### config.mk
export PLATFORM = sky130hd
export DESIGN_NAME = uart_loader
export DESIGN_NICKNAME = d
export VERILOG_FILES = /design/src/rtl/uart_loader.sv
export SDC_FILE = /design/constraint.sdc
export NUM_CORES = 1
export LEC_CHECK = 0
export ABC_AREA = 1
export CAP_MARGIN = 10
export CELL_PAD_IN_SITES_DETAIL_PLACEMENT = 0
export CELL_PAD_IN_SITES_GLOBAL_PLACEMENT = 1
export CORE_UTILIZATION = 43
export DETAILED_ROUTE_END_ITERATION = 12
export HOLD_SLACK_MARGIN = 0.02
export PLACE_DENSITY_LB_ADDON = 0.1
export SLEW_MARGIN = 0
export SYNTH_ARGS = -nofsm -noshare
export SYNTH_HDL_FRONTEND = slang
export SYNTH_SLANG_ARGS = --single-unit
export TNS_END_PERCENT = 50
### constraint.sdc
create_clock -name clk -period 3 [get_ports clk]
set_input_delay 0.9 -clock clk [delete_from_list [all_inputs] [get_ports clk]]
set_output_delay 0.9 -clock clk [all_outputs]
set_load 0.05 [all_outputs]
### src/rtl/uart_loader.sv
// uart_loader: boot-time loader draining the UART RX FIFO into instruction memory.
// Optional byte echo through the UART TX port when UART_LOADER_ECHO_EN is defined.
module uart_loader #(
    parameter int unsigned       ADDR_W    = 14,
    parameter logic [ADDR_W-1:0] BASE_ADDR = '0,
    parameter int unsigned       MAX_WORDS = 2**14
) (
    input  logic              clk,
    input  logic              rst_n,
    input  logic              start,
    input  logic              uart_empty,
    output logic              uart_rdreq,
    input  logic [7:0]        uart_rdata,
    input  logic              uart_tx_full,
    output logic              uart_wrreq,
    output logic [7:0]        uart_wdata,
    output logic              imem_we,
    output logic [ADDR_W-1:0] imem_addr,
    output logic [31:0]       imem_wdata,
    output logic              busy,
    output logic              done,
    output logic              error,
    output logic              core_rst_n
);
    typedef enum logic [2:0] {S_IDLE, S_HDR, S_BODY, S_DONE, S_ERR} state_t;
    typedef enum logic [1:0] {P_FETCH, P_CAPT, P_WR, P_PEND} phase_t;

    state_t            r_state;
    phase_t            r_ph;
    logic [1:0]        r_idx;
    logic [31:0]       r_shift;
    logic [31:0]       r_n;
    logic [31:0]       r_cnt;
    logic              r_rdreq;
    logic              r_we;
    logic              r_busy;
    logic              r_done;
    logic              r_error;
    logic [ADDR_W-1:0] r_addr;
    logic [31:0]       r_wdata;
    logic [31:0]       w_word;
    logic              w_hold;

`ifdef UART_LOADER_ECHO_EN
    logic       r_wrreq;
    logic [7:0] r_tx;
    assign w_hold     = uart_tx_full;
    assign uart_wrreq = r_wrreq;
    assign uart_wdata = r_tx;
`else
    logic w_unused_tx_full;
    assign w_unused_tx_full = uart_tx_full;
    assign w_hold     = 1'b0;
    assign uart_wrreq = 1'b0;
    assign uart_wdata = '0;
`endif

    // In CAPT the new byte is merged on the fly; in PEND it already sits in r_shift.
    always_comb begin
        w_word = r_shift;
        if (r_ph == P_CAPT)
            w_word[{r_idx, 3'b000} +: 8] = uart_rdata;
    end

    always_ff @(posedge clk or negedge rst_n) begin
        if (!rst_n) begin
            r_state <= S_IDLE;
            r_ph    <= P_FETCH;
            r_idx   <= '0;
            r_shift <= '0;
            r_n     <= '0;
            r_cnt   <= '0;
            r_rdreq <= 1'b0;
            r_we    <= 1'b0;
            r_busy  <= 1'b0;
            r_done  <= 1'b0;
            r_error <= 1'b0;
            r_addr  <= BASE_ADDR;
            r_wdata <= '0;
`ifdef UART_LOADER_ECHO_EN
            r_wrreq <= 1'b0;
            r_tx    <= '0;
`endif
        end else begin
            r_rdreq <= 1'b0;
            r_we    <= 1'b0;
`ifdef UART_LOADER_ECHO_EN
            r_wrreq <= 1'b0;
`endif
            case (r_state)
                S_IDLE, S_DONE, S_ERR: begin
                    if (start) begin
                        r_state <= S_HDR;
                        r_ph    <= P_FETCH;
                        r_idx   <= '0;
                        r_shift <= '0;
                        r_n     <= '0;
                        r_cnt   <= '0;
                        r_rdreq <= !uart_empty;
                        r_busy  <= 1'b1;
                        r_done  <= 1'b0;
                        r_error <= 1'b0;
                    end
                end
                default: begin
                    case (r_ph)
                        P_FETCH: begin
                            if (r_rdreq)
                                r_ph <= P_CAPT;
                            else
                                r_rdreq <= !uart_empty;
                        end
                        P_WR: begin
                            if (r_cnt == r_n) begin
                                r_state <= S_DONE;
                                r_busy  <= 1'b0;
                                r_done  <= 1'b1;
                            end else begin
                                r_addr  <= r_addr + 1'b1;
                                r_ph    <= P_FETCH;
                                r_rdreq <= !uart_empty;
                            end
                        end
                        default: begin
                            r_shift <= w_word;
                            if (w_hold) begin
                                r_ph <= P_PEND;
                            end else begin
`ifdef UART_LOADER_ECHO_EN
                                r_wrreq <= 1'b1;
                                r_tx    <= w_word[{r_idx, 3'b000} +: 8];
`endif
                                r_idx <= r_idx + 1'b1;
                                r_ph  <= P_FETCH;
                                if (r_idx != 2'd3) begin
                                    r_rdreq <= !uart_empty;
                                end else if (r_state == S_HDR) begin
                                    r_n <= w_word;
                                    if (w_word == '0) begin
                                        r_state <= S_DONE;
                                        r_busy  <= 1'b0;
                                        r_done  <= 1'b1;
                                    end else if (w_word > 32'(MAX_WORDS)) begin
                                        r_state <= S_ERR;
                                        r_busy  <= 1'b0;
                                        r_error <= 1'b1;
                                    end else begin
                                        r_state <= S_BODY;
                                        r_addr  <= BASE_ADDR;
                                        r_rdreq <= !uart_empty;
                                    end
                                end else begin
                                    r_we    <= 1'b1;
                                    r_wdata <= w_word;
                                    r_cnt   <= r_cnt + 32'd1;
                                    r_ph    <= P_WR;
                                end
                            end
                        end
                    endcase
                end
            endcase
        end
    end

    assign uart_rdreq = r_rdreq;
    assign imem_we    = r_we;
    assign imem_addr  = r_addr;
    assign imem_wdata = r_wdata;
    assign busy       = r_busy;
    assign done       = r_done;
    assign error      = r_error;
    assign core_rst_n = r_done;

endmodule

==> impl_metrics.yaml <==
run_status:
  outcome: "finished clean"
layout:
  n_antenna_cell: 0
  multi_input_area_sq_um: 4066
  area_growth_pct: 17.74
  drive_above_1_share_pct: 6.572
  final_common_cell: "nand2_1"
  fill_cells: 1974
  final_area_sq_um: 10150
  final_nets: 1271
  layout.area.seq_sq_um: 3854
  final_util_pct: 51.97
  final_cell_mix: "nand2_1 (410), dfrtp_1 (154), nor2_1 (142)"
yosys:
  yosysTopAreaCellShare_pct: 44.71
  synth_top_family_by_area: "simple AND/OR/NAND/NOR gates"
  ys_types: 37
  seq_area_frac_synth_pct: 44.71
  synth_seq_cells: 154
  yosysWarnings: 0
  synth-simple-area-share_pct: 31.93
  synth_compound_area_share_pct: 8.274
  yosys.area.top_type: "dfrtp_1"
  syn_area_sq_um: 8620
  synth_fa_ha_area_share_pct: 1.161
  synth-xor-area-share_pct: 5.385
  synthTopCellsByArea: "dfrtp_1 (45%), nand2_1 (18%), nor2_1 (6.2%)"
  syn_area_per_cell_sq_um: 7.237
  synthCells: 1191
  synth_mux_area_share_pct: 0
worst_setup_path:
  r2r-start: "r_idx[0]"
  crit_fanout: 12
  setup.worst_path.end_class: "flip-flop"
  arrival_ns: 2.96
  start_kind: "flip-flop"
  rrSetupSlack_ns: 0.36
  startpoint: "r_idx[0]"
  reg2regPathDepth: 14
  worstPathRequired_ns: 3.32
  endpoint: "imem_addr[2]"
  reg2reg_to: "imem_addr[2]"
  crit_type: "flip-flop to flip-flop"
clock_tree:
  cts_setup_buffers: 0
  cts_resized: 0
  cts_sinks: 154
  clk_path_buf_depth: 2
  cts_tree: "done"
  holdBufCountCts: 0
  clkLatencyLatePin_ns: 0.44
  cts.clk_slew.worst_paths_ns: 0.07
  ctsRootBufferMaster: "clkbuf_16"
  htree_levels: 4
  cts-buffers-inserted: 17
grt:
  grt_pass1_vias: 7097
  grt_overflow_total: 0
  antenna_found_initial: 0
  grt_max_degree: 66
  grt_pass1_wl_um: 37810
  grt_usage_pct: 24.14
timing:
  setup_viol: 0
  worst_slew_pin_slew_ns: 0.5460
  layout_setup_ws_ns: 0.3634
  drv_slew: 0
  finalCritPeriodShare_pct: 87.89
  fmax_ghz: 0.3793
  fin_crit_ns: 2.637
  rsz0062_at_grt: "false"
  tns_ns: 0
  fin_skew_ns: 0.01282
  slew_headroom_pct: 63.60
  hold_viol: 0
floorplan:
  fp.dieW_um: 143.6
  die_y_um: 143.6
  rows: 51
  start_util_pct: 44.14
  pin_count: 74
  core_area_sq_um: 19530
  die-area_sq_um: 20620
pwr:
  p_per_area_nw_per_um2: 862.0
  leakagePower_nw: 4.925
  ir_drop_v: 0.0004170
  total_power_mw: 8.748
flow_run:
  drv_cap: 0
routing:
  dr.pass1.iters: 5
  wl_per_cell_um: 15.28
  drt-initial-drc-count: 536
  ant_nets: 0
  post-route-drc-count: 0
  num_vias: 7523
  drt-vias-per-instance: 4.923
  wl_um: 23350
placed_design:
  dpl_cell_area_sq_um: 9535
  place_ws_ns: 0.01849
  place.gp.congestion: 0.8629
  dp.final_hpwl_um: 17110
  io_buffers: 63
min_path:
  hold_class: "input pin to asynchronous set/reset pin"
## synthesized netlist by cell type (all sizes together)
cell	n
a32o	1
xnor2	19
o211ai	1
buf	26
inv	117
a21oi	13
xor2	34
o21ai	100
nor3b	1
nand2	415
nor3	33
clkbuf	30
nor4	4
o21a	2
nor2	149
dfrtp	154
or2	4
a211oi	1
nand4	18
nand3	46
o31ai	12
ha	8
o22ai	1
conb	1
a22oi	1
## layer usage
| metal | track usage (%) | part of all wire (%) | routed length, um | vias to the layer above |
|---|---|---|---|---|
| met5 | 0 | 0 | 0 | - |
| li1 | - | - | - | 3834 |
| met3 | 3.565 | 3.4 | 785 | 22 |
| met2 | 36.87 | 45 | 10520 | 142 |
| met4 | 6.383 | 1.2 | 273 | 0 |
| met1 | 35.53 | 50 | 11770 | 3525 |
## worst min path at each step
stage / to / slack, ns / depth (start not counted)
4_1_cts: r_cnt[25] / 0.41 / 1
3_5_place_dp: r_shift[2] / 0.46 / 2
3_3_place_gp: r_shift[2] / 0.45 / 2
2_1_floorplan: r_shift[0] / 0.44 / 2
5_1_grt: r_cnt[25] / 0.43 / 1
6_report: r_cnt[25] / 0.40 / 1
## layout make-up
class | instances | share of cell area, %
Clock buffer | 18 | 4.327
Inverter | 117 | 4.327
Multi-Input combinational cell | 872 | 40.07
Timing Repair Buffer | 88 | 8.322
Sequential cell | 154 | 37.97
Clock inverter | 14 | 1.714
Tap cell | 265 | 3.267
## power by group
part           internal (mW)  switching, mW
clock                   1.29          0.993
combinational           1.09           2.70
sequential              2.42          0.259
## through the flow
step / hold slack (ns) / std cells
6_report: 0.3954 / 1528
3_5_place_dp: 0.4592 / 1496
3_3_place_gp: 0.4545 / 1496
4_1_cts: 0.4125 / 1528
5_1_grt: 0.4277 / 1528
2_1_floorplan: 0.4422 / 1199
## worst max-delay path: stages (launching register included)
cell,delay (ns)
dfrtp_1,0.39
inv_2,0.16
ha_1,0.29
nor2_1,0.36
nand2_1,0.14
o21ai_0,0.28
inv_1,0.10
nand2_1,0.07
nor2_1,0.04
nand2_1,0.10
nor2_4,0.07
nand3_2,0.11
nand2_2,0.19
nand3_1,0.15
nand2_1,0.07
## flip-flops by register name (all words and copies together), names as in the netlist
register and cells:
core_rst_n 1, r_shift 32, error 1, r_cnt 32, r_idx 2, uart_rdreq 1
r_state 3, imem_we 1, r_n 32, busy 1, r_ph 2, imem_wdata 32
imem_addr 14
## cells by family after synthesis
family	after synthesis
AND/OR/NAND/NOR	670
flip-flops	154
buffers and inverters	173
other	1
AO/OA/AOI/OAI	132
XOR/XNOR	53
adder cells (fa/ha/maj)	8
Note: power is estimated with default switching activity, not from simulation.
